[src/rtl/op_issuer.sv]
// Instruction front end for the FHE cpu core: buffers host operation words in a FIFO and
// issues one at a time on cpu_op, holding it until cpu_done or timeout, then drives a NO_OP gap.

package op_issuer_pkg;

  typedef enum logic [3:0] {
    NO_OP        = 4'd0,
    OP_CT_CT_ADD = 4'd1,
    OP_CT_PT_ADD = 4'd2,
    OP_CT_CT_MUL = 4'd3,
    OP_CT_PT_MUL = 4'd4,
    OP_RELIN     = 4'd5,
    OP_ROTATE    = 4'd6
  } mode_e;

  typedef struct packed {
    mode_e      mode;
    logic [7:0] idx1_a;
    logic [7:0] idx1_b;
    logic [7:0] idx2_a;
    logic [7:0] idx2_b;
    logic [7:0] out_a;
    logic [7:0] out_b;
  } operation;

  localparam int unsigned OP_W = $bits(operation);

endpackage

module op_issuer
  import op_issuer_pkg::*;
#(
  parameter int unsigned DEPTH   = 8,
  parameter int unsigned TIMEOUT = 4096,
  parameter int unsigned GAP     = 2,
  parameter int unsigned CNT_W   = 16
) (
  input  logic                     clk,
  input  logic                     reset,
  input  logic                     in_valid,
  output logic                     in_ready,
  input  logic [OP_W-1:0]          in_op,
  output logic [OP_W-1:0]          cpu_op,
  input  logic                     cpu_done,
  output logic                     busy,
  output logic [$clog2(DEPTH):0]   queue_level,
  output logic                     retire_pulse,
  output logic [CNT_W-1:0]         retired_count,
  output logic                     timeout_err
);

  localparam int unsigned PtrW   = $clog2(DEPTH);
  localparam int unsigned LvlW   = PtrW + 1;
  localparam int unsigned TimerW = (TIMEOUT > 1) ? $clog2(TIMEOUT) : 1;
  localparam int unsigned GapW   = (GAP > 1) ? $clog2(GAP) : 1;

  typedef enum logic [1:0] {StIdle, StExec, StGap} state_e;

  logic [OP_W-1:0]   mem_q [DEPTH];
  logic [PtrW-1:0]   wr_ptr_q, rd_ptr_q;
  logic [LvlW-1:0]   level_q, level_d;
  logic              in_ready_q;
  state_e            state_q, state_d;
  logic [TimerW-1:0] timer_q, timer_d;
  logic [GapW-1:0]   gap_q, gap_d;
  logic [OP_W-1:0]   cpu_op_q, cpu_op_d;
  logic              busy_q;
  logic              retire_q;
  logic [CNT_W-1:0]  count_q;
  logic              err_q, err_d;

  logic     push, pop, retire;
  operation head;

  assign push = in_valid && in_ready_q;
  assign head = mem_q[rd_ptr_q];

  // NO_OP is the all-zero word, so '0 is used wherever the core must see an idle op.
  always_comb begin
    state_d  = state_q;
    timer_d  = timer_q;
    gap_d    = gap_q;
    cpu_op_d = cpu_op_q;
    err_d    = err_q;
    pop      = 1'b0;
    retire   = 1'b0;
    case (state_q)
      StIdle: begin
        cpu_op_d = '0;
        if (level_q != '0) begin
          pop = 1'b1;
          if (head.mode == NO_OP) begin
            retire = 1'b1;
          end else begin
            cpu_op_d = head;
            timer_d  = '0;
            state_d  = StExec;
          end
        end
      end
      StExec: begin
        // A done arriving on the final timer cycle still retires the op.
        if (cpu_done) begin
          retire   = 1'b1;
          cpu_op_d = '0;
          gap_d    = GapW'(GAP - 1);
          state_d  = StGap;
        end else if (timer_q == TimerW'(TIMEOUT - 1)) begin
          err_d    = 1'b1;
          cpu_op_d = '0;
          gap_d    = GapW'(GAP - 1);
          state_d  = StGap;
        end else begin
          timer_d = timer_q + TimerW'(1);
        end
      end
      StGap: begin
        cpu_op_d = '0;
        if (gap_q == '0) begin
          state_d = StIdle;
        end else begin
          gap_d = gap_q - GapW'(1);
        end
      end
      default: begin
        cpu_op_d = '0;
        state_d  = StIdle;
      end
    endcase
  end

  assign level_d = level_q + LvlW'(push) - LvlW'(pop);

  always_ff @(posedge clk) begin
    if (push) begin
      mem_q[wr_ptr_q] <= in_op;
    end
  end

  always_ff @(posedge clk) begin
    if (!reset) begin
      wr_ptr_q   <= '0;
      rd_ptr_q   <= '0;
      level_q    <= '0;
      in_ready_q <= 1'b0;
      state_q    <= StIdle;
      timer_q    <= '0;
      gap_q      <= '0;
      cpu_op_q   <= '0;
      busy_q     <= 1'b0;
      retire_q   <= 1'b0;
      count_q    <= '0;
      err_q      <= 1'b0;
    end else begin
      if (push) begin
        wr_ptr_q <= wr_ptr_q + PtrW'(1);
      end
      if (pop) begin
        rd_ptr_q <= rd_ptr_q + PtrW'(1);
      end
      level_q    <= level_d;
      // Space freed by a pop becomes visible one cycle later via the registered ready.
      in_ready_q <= (level_d < LvlW'(DEPTH));
      state_q    <= state_d;
      timer_q    <= timer_d;
      gap_q      <= gap_d;
      cpu_op_q   <= cpu_op_d;
      busy_q     <= (state_d != StIdle) || (level_d != '0);
      retire_q   <= retire;
      count_q    <= count_q + CNT_W'(retire);
      err_q      <= err_d;
    end
  end

  assign in_ready      = in_ready_q;
  assign cpu_op        = cpu_op_q;
  assign busy          = busy_q;
  assign queue_level   = level_q;
  assign retire_pulse  = retire_q;
  assign retired_count = count_q;
  assign timeout_err   = err_q;

endmodule

[config.mk]
export PLATFORM = sky130hd
export DESIGN_NAME = op_issuer
export DESIGN_NICKNAME = d
export VERILOG_FILES = /design/src/rtl/op_issuer.sv
export SDC_FILE = /design/constraint.sdc
export NUM_CORES = 1
export LEC_CHECK = 0
export ABC_AREA = 0
export CORE_MARGIN = 3
export CORE_UTILIZATION = 53
export DETAILED_ROUTE_END_ITERATION = 10
export GPL_TIMING_DRIVEN = 1
export PLACE_DENSITY = 0.82
export SYNTH_ARGS = -nofsm -noshare
export SYNTH_HDL_FRONTEND = slang
export SYNTH_SLANG_ARGS = --single-unit
[constraint.sdc]
create_clock -name clk -period 4.68 [get_ports clk]
set_input_delay 0.468 -clock clk [delete_from_list [all_inputs] [get_ports clk]]
set_output_delay 0.468 -clock clk [all_outputs]
set_load 0.02 [all_outputs]
==> run_summary.xml, run 1 <==
<?xml version="1.0" encoding="UTF-8"?>
<metrics>
  <group name="detailed_routing">
    <metric name="vias_per_inst" unit="">5.94</metric>
    <metric name="detailedRoute.firstPassIterationCount" unit="">5</metric>
    <metric name="drt_wl_total" unit="mm">40.0</metric>
    <metric name="wl_per_cell" unit="um">23.8</metric>
    <metric name="1st_iter_drt_viols" unit="">890</metric>
    <metric name="drtAntennaViolNets" unit="">0</metric>
    <metric name="route.vias.total" unit="">10000</metric>
    <metric name="drcViolationCount" unit="">0</metric>
  </group>
  <group name="synth">
    <metric name="seq_area_frac_synth" unit="%">74.6</metric>
    <metric name="synth_edf_count" unit="">416</metric>
    <metric name="yosys-top-cells-area" unit="">sky130_fd_sc_hd__edfxtp_1 64%, sky130_fd_sc_hd__mux4_2 12%, sky130_fd_sc_hd__dfxtp_1 10%</metric>
    <metric name="postSynth.asyncResetShare" unit="%">0</metric>
    <metric name="synth.net_count" unit="">1087</metric>
    <metric name="post_synth.cell_area_avg" unit="um^2">19.0</metric>
    <metric name="netlist_instances" unit="">1020</metric>
    <metric name="yosysTopAreaCell" unit="">sky130_fd_sc_hd__edfxtp_1</metric>
    <metric name="synthesis.yosys.warnings" unit="">0</metric>
    <metric name="synth-main-ff-cell" unit="">sky130_fd_sc_hd__edfxtp_1</metric>
    <metric name="post_synth_num_cell_types" unit="">56</metric>
    <metric name="synthesis.area" unit="um^2">19400</metric>
    <metric name="ys_seq_elements" unit="">516</metric>
    <metric name="netlist.area_leader.share" unit="%">64.3</metric>
  </group>
  <group name="setup_path">
    <metric name="crit_path_max_fanout" unit="">25</metric>
    <metric name="crit_path_end_kind" unit="">register</metric>
    <metric name="critPathKind" unit="">reg2reg</metric>
    <metric name="worstPathRequired" unit="ps">5170</metric>
    <metric name="setup.worst_path.start_class" unit="">register</metric>
    <metric name="worst_ep_arrival_time" unit="ps">4330</metric>
  </group>
  <group name="flow_run">
    <metric name="max_cap_viols" unit="">0</metric>
  </group>
  <group name="pwr">
    <metric name="vdd_drop_max" unit="uV">367</metric>
    <metric name="pwr_density_cell" unit="nW/um^2">539</metric>
    <metric name="static-leakage-power" unit="nW">7.26</metric>
  </group>
  <group name="cells_and_area">
    <metric name="syn2layout_area_growth" unit="%">19.1</metric>
    <metric name="final_nets" unit="">1246</metric>
    <metric name="postLayoutCoreUtil" unit="%">64.6</metric>
    <metric name="proportion_of_layout_cells_with_a_drive_suffix_above_1" unit="%">18.3</metric>
  </group>
  <group name="clock_tree">
    <metric name="cts_tree" unit="">built</metric>
    <metric name="cts_max_level" unit="">2</metric>
    <metric name="cts.root.buffer_cell" unit="">sky130_fd_sc_hd__clkbuf_16</metric>
    <metric name="cts.sinks" unit="">516</metric>
    <metric name="clock_tree.buffer_depth" unit="">3</metric>
    <metric name="cts.clk_slew.worst_paths" unit="ps">60</metric>
    <metric name="post_cts_resized" unit="">0</metric>
    <metric name="numCtsBuffers" unit="">50</metric>
    <metric name="insertion_delay" unit="ps">570</metric>
    <metric name="holdBufCountCts" unit="">0</metric>
    <metric name="postCtsSetupBuffers" unit="">0</metric>
  </group>
  <group name="floorplanning">
    <metric name="fp.dieArea" unit="um^2">39000</metric>
    <metric name="core_footprint" unit="um^2">35800</metric>
    <metric name="dieHeight" unit="um">197</metric>
    <metric name="floorplan.rows" unit="">69</metric>
    <metric name="starting_density_of_the_core" unit="%">54.2</metric>
    <metric name="die_width" unit="um">197</metric>
    <metric name="io-pin-count" unit="">132</metric>
  </group>
  <group name="placement">
    <metric name="place.gp.congestion" unit="">0.776</metric>
    <metric name="hpwlAfterDp" unit="mm">22.6</metric>
    <metric name="place.port_buffers" unit="">131</metric>
  </group>
  <group name="grt">
    <metric name="antenna_found_initial" unit="">3</metric>
    <metric name="grt_max_degree" unit="">51</metric>
    <metric name="grtUsageTotal" unit="%">20.9</metric>
    <metric name="globalRouteOverflowTotal" unit="">0</metric>
    <metric name="wire_length_of_the_first_global_routing_pass" unit="mm">61.5</metric>
    <metric name="via_count_of_the_first_global_routing_pass" unit="">10312</metric>
  </group>
  <group name="timing">
    <metric name="min_period_over_period" unit="%">82.1</metric>
    <metric name="totalNegativeSetupSlack" unit="ps">0</metric>
    <metric name="slew-limit-headroom" unit="%">31.6</metric>
    <metric name="post-route-min-period" unit="ps">3840</metric>
    <metric name="timing.final.max_slew_violations" unit="">0</metric>
    <metric name="grt_setup_unrepaired" unit="">no</metric>
    <metric name="final_number_of_hold_violating_endpoints" unit="">0</metric>
    <metric name="timing.final.setup_violations" unit="">0</metric>
    <metric name="clock_skews" unit="ps">14.5</metric>
    <metric name="worst_slew_pin_slew" unit="ps">1030</metric>
    <metric name="max_freq" unit="MHz">260</metric>
  </group>
  <group name="status">
    <metric name="run_status" unit="">finished clean</metric>
  </group>
  <group name="hold_path">
    <metric name="min-delay-path-class" unit="">reg2reg</metric>
  </group>
</metrics>
==> cell usage in the layout, fill, tap and decap left out, types with 3 or more instances in the layout <==
master                            count
sky130_fd_sc_hd__a211oi_1             8
sky130_fd_sc_hd__a21oi_1             11
sky130_fd_sc_hd__a22oi_1              4
sky130_fd_sc_hd__and2_1               7
sky130_fd_sc_hd__and3_1               4
sky130_fd_sc_hd__and4_1               3
sky130_fd_sc_hd__buf_12               4
sky130_fd_sc_hd__buf_4               24
sky130_fd_sc_hd__bufinv_16            6
sky130_fd_sc_hd__clkbuf_1            17
sky130_fd_sc_hd__clkbuf_16           53
sky130_fd_sc_hd__clkdlybuf4s50_1    131
sky130_fd_sc_hd__clkinv_1             9
sky130_fd_sc_hd__clkinv_2             5
sky130_fd_sc_hd__dfxtp_1             97
sky130_fd_sc_hd__dfxtp_4              3
sky130_fd_sc_hd__edfxtp_1           416
sky130_fd_sc_hd__ha_1                10
sky130_fd_sc_hd__inv_1               10
sky130_fd_sc_hd__mux2_2               4
sky130_fd_sc_hd__mux2i_1             49
sky130_fd_sc_hd__mux4_2             104
sky130_fd_sc_hd__nand2_1             62
sky130_fd_sc_hd__nand2b_1             3
sky130_fd_sc_hd__nand3_1             15
sky130_fd_sc_hd__nand4_1              6
sky130_fd_sc_hd__nor2_1              25
sky130_fd_sc_hd__nor2_4               6
sky130_fd_sc_hd__o21ai_0              5
sky130_fd_sc_hd__o31ai_1             57
sky130_fd_sc_hd__or4_1                9
sky130_fd_sc_hd__xnor2_1              6
sky130_fd_sc_hd__xor2_1               8
==> cells in the mapped netlist (2+ instances only) <==
cell / n
sky130_fd_sc_hd__a211oi_1: 8
sky130_fd_sc_hd__a21oi_1: 11
sky130_fd_sc_hd__a22oi_1: 4
sky130_fd_sc_hd__and2_1: 7
sky130_fd_sc_hd__and3_1: 4
sky130_fd_sc_hd__and4_1: 3
sky130_fd_sc_hd__buf_1: 8
sky130_fd_sc_hd__buf_2: 11
sky130_fd_sc_hd__buf_4: 2
sky130_fd_sc_hd__clkbuf_1: 31
sky130_fd_sc_hd__dfxtp_1: 100
sky130_fd_sc_hd__edfxtp_1: 416
sky130_fd_sc_hd__ha_1: 10
sky130_fd_sc_hd__inv_1: 10
sky130_fd_sc_hd__inv_2: 2
sky130_fd_sc_hd__mux2_2: 4
sky130_fd_sc_hd__mux2i_1: 49
sky130_fd_sc_hd__mux4_2: 104
sky130_fd_sc_hd__nand2_1: 62
sky130_fd_sc_hd__nand2b_1: 3
sky130_fd_sc_hd__nand3_1: 15
sky130_fd_sc_hd__nand4_1: 6
sky130_fd_sc_hd__nor2_1: 31
sky130_fd_sc_hd__nor3_1: 4
sky130_fd_sc_hd__nor4_1: 2
sky130_fd_sc_hd__o21ai_0: 5
sky130_fd_sc_hd__o31ai_1: 57
sky130_fd_sc_hd__o41ai_1: 2
sky130_fd_sc_hd__or3_1: 2
sky130_fd_sc_hd__or4_1: 9
sky130_fd_sc_hd__xnor2_1: 6
sky130_fd_sc_hd__xor2_1: 8
==> critical path, stage by stage, from the launching register on <==
cell and delay (ps):
sky130_fd_sc_hd__dfxtp_4 690, sky130_fd_sc_hd__mux4_2 560, sky130_fd_sc_hd__mux2_2 330, sky130_fd_sc_hd__nor4_1 560
sky130_fd_sc_hd__a22o_1 250, sky130_fd_sc_hd__ha_1 180, sky130_fd_sc_hd__ha_1 180, sky130_fd_sc_hd__and2_1 240
sky130_fd_sc_hd__nand3_1 130, sky130_fd_sc_hd__or4_1 480, sky130_fd_sc_hd__a21oi_1 150
==> report_power, final <==
| group | internal [mW] | switching, mW | total (mW) |
|---|---|---|---|
| clock network | 2.43 | 1.61 | 4.04 |
| logic | 1.36 | 1.50 | 2.87 |
| registers | 5.29 | 0.269 | 5.56 |
==> logic make-up after synthesis <==
family                     share of synthesized area, %
and+or+nand+nor                                    3.89
muxes                                              14.8
adders and majority gates                         0.747
DFF                                                74.6
AOI/OAI and AO/OA                                  3.95
xor gates and xnor gates                          0.631
buffers and inverters                              1.35
==> metrics by stage <==
| stage | cells | hold slack, ps | total power, mW | worst slack, ps | instance area, um^2 |
|---|---|---|---|---|---|
| floorplan | 1020 | 454 | 7.50 | 1070 | 19400 |
| global placement | 1588 | 435 | 8.48 | 949 | 21500 |
| detailed placement | 1588 | 439 | 8.55 | 866 | 21500 |
| CTS | 1682 | 453 | 12.6 | 833 | 23100 |
| global route | 1683 | 470 | 13.0 | 594 | 23100 |
| finish | 1683 | 449 | 12.5 | 839 | 23100 |
==> sequential cells by signal, indices dropped and copies added (netlist names), named ones only <==
signal         count
busy               1
cpu_op            52
state_q            2
timeout_err        1
wr_ptr_q           3
queue_level        4
in_ready           1
rd_ptr_q           3
retire_pulse       1
timer_q           12
gap_q              1
mem_q            416
retired_count     16
==> routing by layer <==
| layer | part of all wire (%) | GRT usage (%) | wire, um | vias to the layer above |
|---|---|---|---|---|
| met5 | 0.097 | 0 | 39 | - |
| met4 | 2.1 | 6.12 | 838 | 4 |
| met3 | 6.1 | 3.50 | 2450 | 66 |
| met2 | 51 | 35.8 | 20400 | 295 |
| met1 | 41 | 28.1 | 16300 | 5162 |
| li1 | - | - | - | 4473 |
==> layout make-up <==
class	count	area (um^2)
diodes	1	2.50
multi-input cells	440	4750
fillers	2381	12700
inverters	12	46.3
clock inverters	22	255
well taps	461	577
repair buffers	159	1570
clock buffers	72	1420
flip-flops and latches	516	14500
==> final timing paths <==
kind / endpoint / start / cells past startpoint / slack (ps)
max: retired_count[14] / register / 10 / 840
min: cpu_op[42] / cpu_op[42] / 2 / 450
max reg2reg: retired_count[14] / register / 10 / 840
min reg2reg: cpu_op[42] / cpu_op[42] / 2 / 450
(Power assumes the default switching activity.)
==> run 2: changes to the inputs <==
==> constraint.sdc (replaced) <==
create_clock -name clk -period 3.25 [get_ports clk]
set_input_delay 0.325 -clock clk [delete_from_list [all_inputs] [get_ports clk]]
set_output_delay 0.325 -clock clk [all_outputs]
set_load 0.02 [all_outputs]
==> run_summary.xml, run 2 (same netlist as run 1, synthesis figures left out) <==
<?xml version="1.0" encoding="UTF-8"?>
<metrics>
  <group name="clock_tree">
    <metric name="insertion_delay" unit="ps">570</metric>
    <metric name="cts.clk_slew.worst_paths" unit="ps">60</metric>
    <metric name="cts_tree" unit="">built</metric>
    <metric name="cts_max_level" unit="">2</metric>
    <metric name="cts.root.buffer_cell" unit="">sky130_fd_sc_hd__clkbuf_16</metric>
    <metric name="cts.sinks" unit="">516</metric>
    <metric name="numCtsBuffers" unit="">51</metric>
    <metric name="clock_tree.buffer_depth" unit="">3</metric>
  </group>
  <group name="setup_path">
    <metric name="worst-r2r-setup-slack" unit="ps">130</metric>
    <metric name="crit_path_max_fanout" unit="">4</metric>
    <metric name="critPathKind" unit="">reg2reg</metric>
    <metric name="crit_path_end_kind" unit="">register</metric>
    <metric name="endpoint_of_the_most_critical_register_to_register_path" unit="">retired_count[14]</metric>
    <metric name="setup.worst_path.start_class" unit="">register</metric>
    <metric name="worst-r2r-cell-count" unit="">11</metric>
    <metric name="worst_ep_arrival_time" unit="ps">3630</metric>
    <metric name="worstPathRequired" unit="ps">3750</metric>
  </group>
  <group name="placement">
    <metric name="place.gp.congestion" unit="">0.760</metric>
    <metric name="hpwlAfterDp" unit="mm">22.5</metric>
    <metric name="dp_cells" unit="">1591</metric>
    <metric name="place.port_buffers" unit="">131</metric>
  </group>
  <group name="grt">
    <metric name="globalRouteOverflowTotal" unit="">0</metric>
    <metric name="via_count_of_the_first_global_routing_pass" unit="">10571</metric>
    <metric name="grt_max_degree" unit="">63</metric>
    <metric name="grtUsageTotal" unit="%">21.2</metric>
    <metric name="antenna_found_initial" unit="">3</metric>
    <metric name="wire_length_of_the_first_global_routing_pass" unit="mm">62.4</metric>
  </group>
  <group name="cells_and_area">
    <metric name="syn2layout_area_growth" unit="%">20.0</metric>
    <metric name="postLayoutCoreUtil" unit="%">65.1</metric>
    <metric name="final-instance-count-excl-fill" unit="">1697</metric>
    <metric name="final_common_cell" unit="">sky130_fd_sc_hd__edfxtp_1</metric>
    <metric name="mostFrequentLayoutCells" unit="">416 x sky130_fd_sc_hd__edfxtp_1, 131 x sky130_fd_sc_hd__clkdlybuf4s50_1, 104 x sky130_fd_sc_hd__mux4_2</metric>
    <metric name="final_nets" unit="">1260</metric>
    <metric name="largest_register" unit="">mem_q</metric>
    <metric name="proportion_of_layout_cells_with_a_drive_suffix_above_1" unit="%">19.7</metric>
    <metric name="largest_reg_flops" unit="">416</metric>
  </group>
  <group name="pwr">
    <metric name="static-leakage-power" unit="nW">7.36</metric>
    <metric name="vdd_drop_max" unit="uV">563</metric>
    <metric name="pwr_density_cell" unit="nW/um^2">780</metric>
    <metric name="fin_total_pwr" unit="mW">18.2</metric>
  </group>
  <group name="detailed_routing">
    <metric name="vias_per_inst" unit="">5.99</metric>
    <metric name="route.vias.total" unit="">10159</metric>
    <metric name="wl_per_cell" unit="um">24.0</metric>
    <metric name="detailedRoute.firstPassIterationCount" unit="">5</metric>
    <metric name="drcViolationCount" unit="">0</metric>
    <metric name="drt_wl_total" unit="mm">40.8</metric>
    <metric name="drtAntennaViolNets" unit="">0</metric>
    <metric name="1st_iter_drt_viols" unit="">830</metric>
  </group>
  <group name="timing">
    <metric name="timing.hold.ws" unit="ps">451</metric>
    <metric name="max_freq" unit="MHz">320</metric>
    <metric name="totalNegativeSetupSlack" unit="ps">0</metric>
    <metric name="final_number_of_hold_violating_endpoints" unit="">0</metric>
    <metric name="post-route-min-period" unit="ps">3120</metric>
    <metric name="timing.final.setup_violations" unit="">0</metric>
    <metric name="slew-limit-headroom" unit="%">46.6</metric>
    <metric name="timing.final.max_slew_violations" unit="">0</metric>
    <metric name="clock_skews" unit="ps">20.9</metric>
    <metric name="min_period_over_period" unit="%">96.1</metric>
    <metric name="worst_slew_pin_slew" unit="ps">800</metric>
  </group>
  <group name="status">
    <metric name="run_status" unit="">finished clean</metric>
  </group>
  <group name="hold_path">
    <metric name="min_to" unit="">cpu_op[40]</metric>
    <metric name="hold_depth" unit="">2</metric>
    <metric name="hold_start" unit="">cpu_op[40]</metric>
    <metric name="min-delay-path-class" unit="">reg2reg</metric>
  </group>
  <group name="floorplanning">
    <metric name="die_width" unit="um">197</metric>
    <metric name="floorplan.rows" unit="">69</metric>
    <metric name="starting_density_of_the_core" unit="%">54.2</metric>
    <metric name="fp.dieArea" unit="um^2">39000</metric>
    <metric name="core_footprint" unit="um^2">35800</metric>
    <metric name="dieHeight" unit="um">197</metric>
    <metric name="io-pin-count" unit="">132</metric>
  </group>
  <group name="flow_run">
    <metric name="max_cap_viols" unit="">0</metric>
  </group>
</metrics>
## run 2: changes by cell type in the layout (fill, tap and decap cells not counted), moves of 2 or more
cell and delta:
sky130_fd_sc_hd__clkinv_1 -5, sky130_fd_sc_hd__ha_1 -2, sky130_fd_sc_hd__buf_4 +9, sky130_fd_sc_hd__bufinv_16 -2, sky130_fd_sc_hd__clkbuf_1 +3, sky130_fd_sc_hd__buf_12 +3, sky130_fd_sc_hd__mux2_2 -4, sky130_fd_sc_hd__mux2_4 +4
sky130_fd_sc_hd__clkbuf_8 +5
## run 2: repair_timing
| action | CTS | global route |
|---|---|---|
| buffers inserted | 0 | 10 |
| gates resized for setup | 0 | 10 |
| hold buffers | 0 | 0 |
| endpoints found under the setup margin | 0 | 2 |
| endpoints found under the hold margin | 0 | 0 |
## run 2: worst max path at each step
stage	from	endpoint	cells past startpoint	slack (ps)
final	register	retired_count[14]	11	130
after global routing	register	retired_count[14]	12	-20
after CTS	register	retired_count[14]	10	50
after detailed placement	register	retired_count[14]	10	110
after global placement	register	retired_count[14]	10	160
after floorplan	in_ready	mem_q[2][0]	3	-360
## run 2: stage by stage
step	area (um^2)	setup slack, ps
2_1_floorplan	19500	-362
3_3_place_gp	21500	160
3_5_place_dp	21500	112
4_1_cts	23200	54.2
5_1_grt	23300	-15.4
6_report	23300	125
## run 2: critical path, cell delays in order, from the launching register on
cell                      delay [ps]
sky130_fd_sc_hd__dfxtp_4         370
sky130_fd_sc_hd__buf_4           120
sky130_fd_sc_hd__mux4_2          510
sky130_fd_sc_hd__mux2_4          320
sky130_fd_sc_hd__nor4_4          290
sky130_fd_sc_hd__a22o_1          180
sky130_fd_sc_hd__ha_2            210
sky130_fd_sc_hd__ha_4            150
sky130_fd_sc_hd__and2_4          140
sky130_fd_sc_hd__nand3_1          90
sky130_fd_sc_hd__or4_1           540
sky130_fd_sc_hd__a21oi_1         130
## run 2: routing by layer
| metal | vias to the layer above | track usage, % | routed length, um |
|---|---|---|---|
| met3 | 83 | 4.14 | 2650 |
| met4 | 4 | 7.05 | 952 |
| met5 | - | 0 | 36 |
| li1 | 4497 | - | - |
| met2 | 341 | 35.4 | 20800 |
| met1 | 5234 | 28.5 | 16400 |
## run 2: power breakdown
group / internal, mW / leakage [nW] / switching, mW
clock network: 3.48 / 0.814 / 2.33
registers: 7.62 / 4.57 / 0.325
logic: 2.12 / 1.98 / 2.31
## run 2: final cells by class
| cell class | count | area (um^2) |
|---|---|---|
| flip-flops and latches | 516 | 14500 |
| fillers | 2324 | 12500 |
| multi-input cells | 440 | 4800 |
| repair buffers | 172 | 1710 |
| clock buffers | 80 | 1500 |
| well taps | 461 | 577 |
| clock inverters | 15 | 176 |
| inverters | 12 | 46.3 |
| diodes | 1 | 2.50 |
==> run 3: changes to the inputs <==
--- a/config.mk
+++ b/config.mk
@@ -10,7 +10,9 @@
 export CORE_UTILIZATION = 53
 export DETAILED_ROUTE_END_ITERATION = 10
 export GPL_TIMING_DRIVEN = 1
+export MAX_ROUTING_LAYER = met4
 export PLACE_DENSITY = 0.82
+export SKIP_LAST_GASP = 1
 export SYNTH_ARGS = -nofsm -noshare
 export SYNTH_HDL_FRONTEND = slang
 export SYNTH_SLANG_ARGS = --single-unit
==> run_summary.xml, run 3 (same netlist as run 1, synthesis figures left out) <==
<?xml version="1.0" encoding="UTF-8"?>
<metrics>
  <group name="status">
    <metric name="run_status" unit="">finished clean</metric>
  </group>
  <group name="clock_tree">
    <metric name="clock_tree.buffer_depth" unit="">3</metric>
    <metric name="numCtsBuffers" unit="">51</metric>
    <metric name="cts.sinks" unit="">516</metric>
    <metric name="cts.clk_slew.worst_paths" unit="ps">60</metric>
    <metric name="cts_tree" unit="">built</metric>
    <metric name="holdBufCountCts" unit="">0</metric>
    <metric name="cts_max_level" unit="">2</metric>
    <metric name="insertion_delay" unit="ps">570</metric>
    <metric name="cts.root.buffer_cell" unit="">sky130_fd_sc_hd__clkbuf_16</metric>
  </group>
  <group name="pwr">
    <metric name="combinationalPowerShare" unit="%">24.4</metric>
    <metric name="switching_power_share_of_the_total" unit="%">27.3</metric>
    <metric name="fin_total_pwr" unit="mW">18.2</metric>
    <metric name="power.sequential.fraction" unit="%">43.7</metric>
    <metric name="static-leakage-power" unit="nW">7.36</metric>
    <metric name="pwr_density_cell" unit="nW/um^2">780</metric>
    <metric name="power.switching" unit="mW">4.97</metric>
    <metric name="internal_power" unit="mW">13.2</metric>
    <metric name="power_share_of_the_clock_group" unit="%">32.0</metric>
    <metric name="vdd_drop_max" unit="uV">563</metric>
  </group>
  <group name="timing">
    <metric name="min_period_over_period" unit="%">96.2</metric>
    <metric name="fin_ws" unit="ps">125</metric>
    <metric name="timing.final.setup_violations" unit="">0</metric>
    <metric name="timing.final.max_slew_violations" unit="">0</metric>
    <metric name="clock_skews" unit="ps">18.1</metric>
    <metric name="post-route-min-period" unit="ps">3130</metric>
    <metric name="max_freq" unit="MHz">320</metric>
    <metric name="worst_slew_pin_slew" unit="ps">810</metric>
    <metric name="final_number_of_hold_violating_endpoints" unit="">0</metric>
    <metric name="slew-limit-headroom" unit="%">46.0</metric>
  </group>
  <group name="setup_path">
    <metric name="worst_ep_arrival_time" unit="ps">3630</metric>
    <metric name="path_buf_inv" unit="">1</metric>
    <metric name="setup.worst_path.start_class" unit="">register</metric>
    <metric name="crit_path_max_fanout" unit="">4</metric>
    <metric name="timing.critical_path.cells" unit="">buf_4 -&gt; mux4_2 -&gt; mux2_4 -&gt; nor4_4 -&gt; a22o_1 -&gt; ha_2 -&gt; ha_4 -&gt; and2_4 -&gt; nand3_1 -&gt; or4_1 -&gt; a21oi_1</metric>
    <metric name="worst-r2r-cell-count" unit="">11</metric>
    <metric name="critPathTopFamily" unit="">simple AND/OR/NAND/NOR gates</metric>
    <metric name="worstPathRequired" unit="ps">3750</metric>
    <metric name="critPathKind" unit="">reg2reg</metric>
    <metric name="max_stage_delay" unit="ps">540</metric>
    <metric name="crit_path_end_kind" unit="">register</metric>
    <metric name="slowest_cp_cell" unit="">sky130_fd_sc_hd__or4_1</metric>
    <metric name="timing.critical_path.depth" unit="">11</metric>
  </group>
  <group name="placement">
    <metric name="dp_cells" unit="">1591</metric>
    <metric name="place.gp.congestion" unit="">0.770</metric>
    <metric name="hpwlAfterDp" unit="mm">22.5</metric>
    <metric name="place.port_buffers" unit="">131</metric>
    <metric name="post_place_setup_slack" unit="ps">112</metric>
  </group>
  <group name="cells_and_area">
    <metric name="final-instance-count-excl-fill" unit="">1699</metric>
    <metric name="final_common_cell" unit="">sky130_fd_sc_hd__edfxtp_1</metric>
    <metric name="mostFrequentLayoutCells" unit="">416 x sky130_fd_sc_hd__edfxtp_1, 131 x sky130_fd_sc_hd__clkdlybuf4s50_1, 104 x sky130_fd_sc_hd__mux4_2</metric>
    <metric name="largest_reg_flops" unit="">416</metric>
    <metric name="proportion_of_layout_cells_with_a_drive_suffix_above_1" unit="%">19.7</metric>
    <metric name="final_nets" unit="">1260</metric>
    <metric name="syn2layout_area_growth" unit="%">20.1</metric>
    <metric name="n_fill_cell" unit="">2323</metric>
    <metric name="largest_register" unit="">mem_q</metric>
  </group>
  <group name="detailed_routing">
    <metric name="vias_per_inst" unit="">6.00</metric>
    <metric name="wl_per_cell" unit="um">24.1</metric>
    <metric name="drtAntennaViolNets" unit="">0</metric>
    <metric name="drcViolationCount" unit="">0</metric>
    <metric name="1st_iter_drt_viols" unit="">801</metric>
    <metric name="drt_wl_total" unit="mm">41.0</metric>
    <metric name="route.vias.total" unit="">10195</metric>
    <metric name="detailedRoute.firstPassIterationCount" unit="">5</metric>
  </group>
  <group name="grt">
    <metric name="grtUsageTotal" unit="%">21.9</metric>
    <metric name="antenna_found_initial" unit="">3</metric>
    <metric name="wire_length_of_the_first_global_routing_pass" unit="mm">62.4</metric>
    <metric name="via_count_of_the_first_global_routing_pass" unit="">10569</metric>
    <metric name="grt_max_degree" unit="">63</metric>
    <metric name="globalRouteOverflowTotal" unit="">0</metric>
  </group>
  <group name="floorplanning">
    <metric name="die_width" unit="um">197</metric>
    <metric name="starting_density_of_the_core" unit="%">54.2</metric>
    <metric name="fp.dieArea" unit="um^2">39000</metric>
    <metric name="dieHeight" unit="um">197</metric>
    <metric name="io-pin-count" unit="">132</metric>
    <metric name="core_footprint" unit="um^2">35800</metric>
    <metric name="floorplan.rows" unit="">69</metric>
  </group>
  <group name="hold_path">
    <metric name="hold_start" unit="">cpu_op[40]</metric>
    <metric name="hold_depth" unit="">2</metric>
    <metric name="min-delay-path-class" unit="">reg2reg</metric>
  </group>
  <group name="flow_run">
    <metric name="max_cap_viols" unit="">0</metric>
  </group>
</metrics>
==> run 3: layout make-up <==
class                      instances  area (um^2)  share of cell area (%)
antenna                            3         7.51                  0.0322
clock buffer                      80         1500                    6.42
clock inverter                    15          176                   0.756
inverter                          12         46.3                   0.199
multi-input combinational        440         4800                    20.6
sequential                       516        14500                    62.2
tap                              461          577                    2.47
timing repair buffer             172         1710                    7.33
==> run 3: per-stage QoR <==
step                cell area [um^2]  TNS (ps)  util (%)  hold WS [ps]
finish                         23300         0      65.1           451
floorplan                      19500    -65690         -           424
detailed placement             21500         0      60.0           443
global route                   23300     -15.4      65.1           477
global placement               21500         0      60.0           435
CTS                            23200         0      64.7           446
==> run 3: final timing paths <==
path	to	slack, ps
max	retired_count[14]	120
min	cpu_op[40]	450
max reg2reg	retired_count[14]	120
min reg2reg	cpu_op[40]	450
==> run 3: repair_timing <==
action                     CTS  global route
setup buffers                0            10
setup endpoints to repair    0             2
resized for setup            0            10
==> run 3: worst min-delay path: stages (launching register included) <==
cell	delay, ps
sky130_fd_sc_hd__dfxtp_1	320
sky130_fd_sc_hd__nand2_1	50
sky130_fd_sc_hd__o31ai_1	50
==> run 3: power groups by stage <==
stage,Clock (mW),Combinational (mW),Sequential [mW]
after floorplan,0,2.51,8.31
after global placement,0,4.22,8.07
after detailed placement,0,4.31,8.09
after CTS,5.93,4.35,7.96
after global routing,6.19,4.75,7.99
final,5.81,4.43,7.94
==> run 3: routing by layer <==
layer  up-vias  share of wire (%)  track usage (%)
met5         -                  0                -
met4         0                2.2             7.05
met3        80                6.5             3.97
met2       356                 51             35.3
met1      5258                 41             28.7
li1       4501                  -                -
